File: config.mk
export PLATFORM = sky130hd
export DESIGN_NAME = anpc_gate_monitor
export DESIGN_NICKNAME = d
export VERILOG_FILES = /design/src/rtl/anpc_gate_monitor_pkg.sv /design/src/rtl/anpc_dt_pair_check.sv /design/src/rtl/anpc_gate_monitor.sv
export SDC_FILE = /design/constraint.sdc
export NUM_CORES = 1
export LEC_CHECK = 0
export BUFFER_PORTS_ARGS = -buffer_cell sky130_fd_sc_hd__clkbuf_2
export CAP_MARGIN = 15
export CORE_MARGIN = 2
export CORE_UTILIZATION = 45
export CTS_BUF_LIST = sky130_fd_sc_hd__clkbuf_4
export DETAILED_ROUTE_END_ITERATION = 10
export MAX_ROUTING_LAYER = met4
export PLACE_DENSITY = 0.62
export SLEW_MARGIN = 10
export SYNTH_ARGS = -nofsm -noshare
export SYNTH_HDL_FRONTEND = slang
export SYNTH_SLANG_ARGS = --single-unit
File: constraint.sdc
create_clock -name clk -period 2.6 [get_ports clk]
set_input_delay 0.52 -clock clk [delete_from_list [all_inputs] [get_ports clk]]
set_output_delay 0.52 -clock clk [all_outputs]
set_load 0.005 [all_outputs]
File: src/rtl/anpc_gate_monitor_pkg.sv
// Shared constants and helpers for the 3L-ANPC gate read-back monitor.
// Holds the level encoding, fault bit positions, switch indices into the
// 6-bit gate vector, and the pure decode / shoot-through functions.
package anpc_gate_monitor_pkg;

  // Width of the dead-time threshold and the per-pair elapsed counters.
  localparam int TDELAY_WIDTH = 8;

  // Output level encoding, identical to the gate FSM's v_lev encoding.
  localparam logic [1:0] LEV_P = 2'b01;
  localparam logic [1:0] LEV_Z = 2'b00;
  localparam logic [1:0] LEV_N = 2'b10;

  // Bit positions inside fault_flags.
  localparam int FLT_SHOOT  = 0;
  localparam int FLT_DT_TOP = 1;  // pair S1/S5
  localparam int FLT_DT_BOT = 2;  // pair S4/S6
  localparam int FLT_DT_INN = 3;  // pair S2/S3

  // Switch positions inside the 6-bit gate vector.
  localparam int S1 = 0;  // outer-top
  localparam int S2 = 1;  // inner-top
  localparam int S3 = 2;  // inner-bottom
  localparam int S4 = 3;  // outer-bottom
  localparam int S5 = 4;  // clamp-top
  localparam int S6 = 5;  // clamp-bottom

  // Result of decoding one gate vector.
  typedef struct packed {
    logic       valid;
    logic [1:0] lev;
  } lev_dec_t;

  // Map a gate vector to a steady output level. Switches not named in a
  // pattern are don't-care; anything else is transitional or all-off.
  function automatic lev_dec_t decode_level(input logic [5:0] s);
    lev_dec_t r;
    // NOTE: every path of combinational code assigns a default first so no
    // latch is inferred when a branch is skipped.
    r.valid = 1'b0;
    r.lev   = LEV_Z;
    if (s[S1] && s[S2] && !s[S3] && !s[S4] && !s[S5]) begin
      r.valid = 1'b1;
      r.lev   = LEV_P;
    end else if (s[S3] && s[S4] && !s[S1] && !s[S2] && !s[S6]) begin
      r.valid = 1'b1;
      r.lev   = LEV_N;
    end else if (!s[S1] && !s[S4] &&
                 ((s[S2] && s[S5]) || (s[S3] && s[S6]))) begin
      r.valid = 1'b1;
      r.lev   = LEV_Z;
    end
    return r;
  endfunction

  // Any combination that shorts half of the DC link through the leg.
  function automatic logic shoot_through(input logic [5:0] s);
    return (s[S1] & s[S5]) | (s[S4] & s[S6]) |
           (s[S2] & s[S3] & (s[S1] | s[S4]));
  endfunction

endpackage

File: src/rtl/anpc_dt_pair_check.sv
// Dead-time checker for one complementary switch pair.
// Tracks cycles since the most recent turn-off of either member and flags a
// turn-on that arrives sooner than t_dead_min cycles after it.
module anpc_dt_pair_check
  import anpc_gate_monitor_pkg::*;
(
  input  logic                    clk,
  input  logic                    rst,
  input  logic                    a,
  input  logic                    a_prev,
  input  logic                    b,
  input  logic                    b_prev,
  input  logic [TDELAY_WIDTH-1:0] t_dead_min,
  output logic                    viol
);

  // All-ones means "no turn-off seen recently"; the counter parks there.
  localparam logic [TDELAY_WIDTH-1:0] CNT_MAX = '1;

  logic                    fall;
  logic                    rise;
  logic [TDELAY_WIDTH-1:0] elapsed;
  logic [TDELAY_WIDTH-1:0] cnt_d;
  logic [TDELAY_WIDTH-1:0] cnt_q;

  // Edge detection on the pair, elapsed time and the violation pulse.
  always_comb begin
    fall    = (a_prev & ~a) | (b_prev & ~b);
    rise    = (~a_prev & a) | (~b_prev & b);
    // A turn-off and turn-on in the same cycle means zero separation.
    elapsed = fall ? '0 : cnt_q;
    // A zero threshold disables the check altogether.
    viol    = rise && (t_dead_min != '0) && (elapsed < t_dead_min);
  end

  // Saturating elapsed-time counter, restarted at 1 by each turn-off.
  always_comb begin
    if (fall) begin
      cnt_d = TDELAY_WIDTH'(1);
    end else if (cnt_q == CNT_MAX) begin
      cnt_d = cnt_q;
    end else begin
      cnt_d = cnt_q + 1'b1;
    end
  end

  // Counter register; reset presets it to "no recent turn-off".
  always_ff @(posedge clk) begin
    // NOTE: state registers use non-blocking assignments so every flop
    // samples its next value from the same pre-edge snapshot.
    if (rst) begin
      cnt_q <= CNT_MAX;
    end else begin
      cnt_q <= cnt_d;
    end
  end

endmodule

File: src/rtl/anpc_gate_monitor.sv
// Read-back monitor for the 3L-ANPC leg gate signals.
// Decodes the applied level, counts level commutations, and latches sticky
// shoot-through and dead-time faults. Purely observational: S_in is never
// altered, and fault is a status output only.
module anpc_gate_monitor
  import anpc_gate_monitor_pkg::*;
#(
  parameter int CNT_W = 16
) (
  input  logic                    clk,
  input  logic                    rst,
  input  logic [5:0]              S_in,
  input  logic [TDELAY_WIDTH-1:0] t_dead_min,
  input  logic                    clear_fault,
  output logic [1:0]              lev_meas,
  output logic                    lev_valid,
  output logic [3:0]              fault_flags,
  output logic                    fault,
  output logic [CNT_W-1:0]        comm_count
);

  lev_dec_t         dec;
  logic [5:0]       s_prev_d,      s_prev_q;
  logic [1:0]       lev_meas_d,    lev_meas_q;
  logic             lev_valid_d,   lev_valid_q;
  logic             seen_valid_d,  seen_valid_q;
  logic [CNT_W-1:0] comm_count_d,  comm_count_q;
  logic [3:0]       fault_flags_d, fault_flags_q;
  logic [3:0]       new_fault;
  logic             viol_top;
  logic             viol_bot;
  logic             viol_inn;

  // Dead-time checker for the outer-top / clamp-top pair.
  anpc_dt_pair_check u_dt_top (
    .clk        (clk),
    .rst        (rst),
    .a          (S_in[S1]),
    .a_prev     (s_prev_q[S1]),
    .b          (S_in[S5]),
    .b_prev     (s_prev_q[S5]),
    .t_dead_min (t_dead_min),
    .viol       (viol_top)
  );

  // Dead-time checker for the outer-bottom / clamp-bottom pair.
  anpc_dt_pair_check u_dt_bot (
    .clk        (clk),
    .rst        (rst),
    .a          (S_in[S4]),
    .a_prev     (s_prev_q[S4]),
    .b          (S_in[S6]),
    .b_prev     (s_prev_q[S6]),
    .t_dead_min (t_dead_min),
    .viol       (viol_bot)
  );

  // Dead-time checker for the inner pair.
  anpc_dt_pair_check u_dt_inn (
    .clk        (clk),
    .rst        (rst),
    .a          (S_in[S2]),
    .a_prev     (s_prev_q[S2]),
    .b          (S_in[S3]),
    .b_prev     (s_prev_q[S3]),
    .t_dead_min (t_dead_min),
    .viol       (viol_inn)
  );

  // Level decode; lev_meas holds the last valid level through transitions.
  always_comb begin
    dec          = decode_level(S_in);
    s_prev_d     = S_in;
    lev_valid_d  = dec.valid;
    lev_meas_d   = lev_meas_q;
    seen_valid_d = seen_valid_q;
    if (dec.valid) begin
      lev_meas_d   = dec.lev;
      seen_valid_d = 1'b1;
    end
  end

  // Commutation count: a new valid level that differs from the last valid
  // one. Invalid cycles in between are ignored, so P->off->N counts once.
  // lev_meas resets to the zero level, so the first valid level after reset
  // must count even when it is zero; seen_valid tracks that.
  always_comb begin
    comm_count_d = comm_count_q;
    if (dec.valid && (!seen_valid_q || (dec.lev != lev_meas_q))) begin
      comm_count_d = comm_count_q + 1'b1;
    end
  end

  // Sticky fault latch; a fault detected this cycle beats clear_fault.
  always_comb begin
    new_fault             = '0;
    new_fault[FLT_SHOOT]  = shoot_through(S_in);
    new_fault[FLT_DT_TOP] = viol_top;
    new_fault[FLT_DT_BOT] = viol_bot;
    new_fault[FLT_DT_INN] = viol_inn;
    fault_flags_d         = new_fault | (fault_flags_q & {4{~clear_fault}});
  end

  // State registers; reset discards all history.
  always_ff @(posedge clk) begin
    if (rst) begin
      s_prev_q      <= '0;
      lev_meas_q    <= LEV_Z;
      lev_valid_q   <= 1'b0;
      seen_valid_q  <= 1'b0;
      comm_count_q  <= '0;
      fault_flags_q <= '0;
    end else begin
      s_prev_q      <= s_prev_d;
      lev_meas_q    <= lev_meas_d;
      lev_valid_q   <= lev_valid_d;
      seen_valid_q  <= seen_valid_d;
      comm_count_q  <= comm_count_d;
      fault_flags_q <= fault_flags_d;
    end
  end

  assign lev_meas    = lev_meas_q;
  assign lev_valid   = lev_valid_q;
  assign fault_flags = fault_flags_q;
  assign fault       = |fault_flags_q;
  assign comm_count  = comm_count_q;

endmodule

==> flow_metrics.tcl <==
set metrics [dict create \
    status "finished clean" \
    drv_slew 0 \
    hold_slack_ns 0.442 \
    p_comb_share_pct 38.6 \
    syn_to_final_growth_pct 11.8 \
    worst_slack_ns 0.431 \
    ys_ff_latch 54 \
    num_rows 30 \
    grt.overflow.total 0 \
    yosysSeqAreaShare_pct 33.6 \
    synth_common_cells "54 x dfxtp_1, 27 x o21ai_0, 26 x and2_1" \
    leakage_uw 0.00151 \
    min_period_ns 2.17 \
    synthArstFlopShare_pct 0 \
    cts-htree-levels 2 \
    max_freq_ghz 0.461 \
    synth_cell_types 54 \
    p_int_uw 1510 \
    final_core_util_pct 52.3 \
    finalSetupTns_ns 0 \
    syn-mean-instance-area_um2 8.55 \
    gr-usage-all-layers_pct 21.1 \
    vias 2932 \
    synth_top_area_share_pct 33.6 \
    yosys_warnings 0 \
    crit_type "flip-flop to flip-flop" \
    startpoint_type "flip-flop" \
    fin_nets 461 \
    cts_tree "built" \
    drt_iter0_drc 130 \
    netlist_instances 376 \
    grt_pass1_wl_um 12700 \
    end_kind "flip-flop" \
    insertion_delay_ns 0.37 \
    synth_area_leaders "dfxtp_1 34%, ha_1 9.7%, and2_1 5.1%" \
    switching_power_uw 916 \
    io_pins 41 \
    sw_frac_of_total_pct 37.7 \
    synth_nets 418 \
    clk_path_buf_depth 2 \
    cts_resized 0 \
    finalCritPeriodShare_pct 83.4 \
    drive_gt1_share_pct 14.5 \
    first_pass_iters 4 \
    synth.most_common_cell "dfxtp_1" \
    antenna_cells 0 \
    vdd_drop_max_mv 0.374 \
    finalWirelength_um 7500 \
    hold_class "input port to flip-flop" \
    place_congestion 0.835 \
    maxCapViolations 0 \
    routed_via_density 5.68 \
    synth_ff_type "dfxtp_1" \
    critPathRequiredTime_ns 2.90 \
    maxSlewHeadroom_pct 61.5 \
    grt_pass1_vias 2659 \
    finalSetupViolations 0 \
    power_density_nw_per_um2 676 \
    hpwlAfterDp_um 5740 \
    worstPathMaxFanout 9 \
    rsz0062_at_grt "no" \
    finalHoldViolCount 0 \
    core_um2 6870 \
    clk_pin_slew_ns 0.16 \
    dp_slack_ns 0.0650 \
    cts-root-buf "clkbuf_4" \
    fp.dieH_um 88.5 \
    clkPwrFrac_pct 15.5 \
    die_w_um 88.5 \
    synth_edf_count 0 \
    clock_sinks 54 \
    fin_skew_ns 0.00335 \
    die_area_um2 7830 \
    port_buffers 40 \
    syn_area_um2 3210 \
    cp_data_arrival_time_ns 2.47 \
    ant_nets 0 \
    antenna_found_initial 0 \
    synth_top_area_cell "dfxtp_1" \
    route.detailed.drc 0 \
    cts_hold_buf 0 \
    seqPwrFrac_pct 45.9 \
    worst_pin_slew_ns 0.578 \
    postCtsSetupBuffers 0 \
    grt_max_degree 32 \
    numCtsBuffers 5 \
    start_util_pct 46.8 \
    wire_per_inst_um 14.5 \
]
power groups by stage:
stage | Combinational, µW | Clock (µW) | Sequential (µW)
2_1_floorplan | 751 | 0 | 1090
3_3_place_gp | 918 | 0 | 1130
3_5_place_dp | 936 | 0 | 1130
4_1_cts | 945 | 391 | 1110
5_1_grt | 1100 | 429 | 1140
6_report | 939 | 377 | 1110
sequential cells by signal, indices dropped and copies added (netlist names):
register,flops
u_dt_inn.cnt_q,8
u_dt_bot.cnt_q,8
lev_meas,2
lev_valid,1
fault_flags,4
s_prev_q,6
comm_count,16
u_dt_top.cnt_q,8
seen_valid_q,1
cells in the final DEF, fill, tap and decap left out, types with 6 or more instances in the layout:
cell type / instances
dfxtp_1: 54
clkbuf_2: 40
o21ai_0: 27
and2_1: 26
ha_1: 25
inv_1: 22
nand2_1: 22
nor2_1: 21
nand3_1: 21
a21oi_1: 21
o31ai_1: 13
nand4_1: 12
or4_1: 9
nor2b_1: 8
mux2i_1: 7
xor2_1: 6
xnor2_1: 6
area by class of cell:
| cell class | count | area (µm²) |
|---|---|---|
| Fill cell | 670 | 3270 |
| Tap cell | 96 | 120 |
| Sequential cell | 54 | 1080 |
| Inverter | 23 | 86.3 |
| Timing Repair Buffer | 46 | 258 |
| Clock inverter | 3 | 16.3 |
| Multi-Input combinational cell | 289 | 2000 |
| Clock buffer | 5 | 37.5 |
worst paths after layout:
check                             startpoint        endpoint  slack [ns]  depth (start not counted)
worst max register to register   s_prev_q[5]  fault_flags[2]        0.43                          9
worst min-delay path                 S_in[5]     s_prev_q[5]        0.44                          3
worst min register to register  seen_valid_q    seen_valid_q        0.48                          2
worst max-delay path             s_prev_q[5]  fault_flags[2]        0.43                          9
layer usage:
layer	up-vias	global-route usage, %	share of wire [%]
met2	64	33.4	48
met3	10	3.45	4.4
li1	1483	-	-
met4	0	6.20	1.7
met1	1375	27.9	46
met5	-	-	0
cell families (layout without fill, tap and decap cells):
kind of cell | after synthesis | count (layout) | synth area share (%)
and+or+nand+nor | 145 | 145 | 26.1
muxes | 10 | 10 | 3.23
buffers and inverters | 33 | 77 | 4.40
AOI/OAI and AO/OA | 97 | 97 | 19.7
DFF | 54 | 54 | 33.6
adders and majority gates | 25 | 25 | 9.73
xor gates and xnor gates | 12 | 12 | 3.27
through the flow:
stage          power [µW]  cell area, µm²  instances
2_1_floorplan        1840            3210        376
3_3_place_gp         2050            3540        508
3_5_place_dp         2070            3540        508
4_1_cts              2450            3590        516
5_1_grt              2670            3590        516
6_report             2430            3590        516
critical path: stages (launching register included):
cell	delay, ns
dfxtp_1	0.34
nor2b_1	0.15
nor2_1	0.37
and2_1	0.20
ha_1	0.25
a21oi_1	0.17
nor2b_1	0.07
o21ai_0	0.17
nand4b_1	0.11
a221oi_1	0.28
Note: power is estimated with default switching activity, not from simulation.
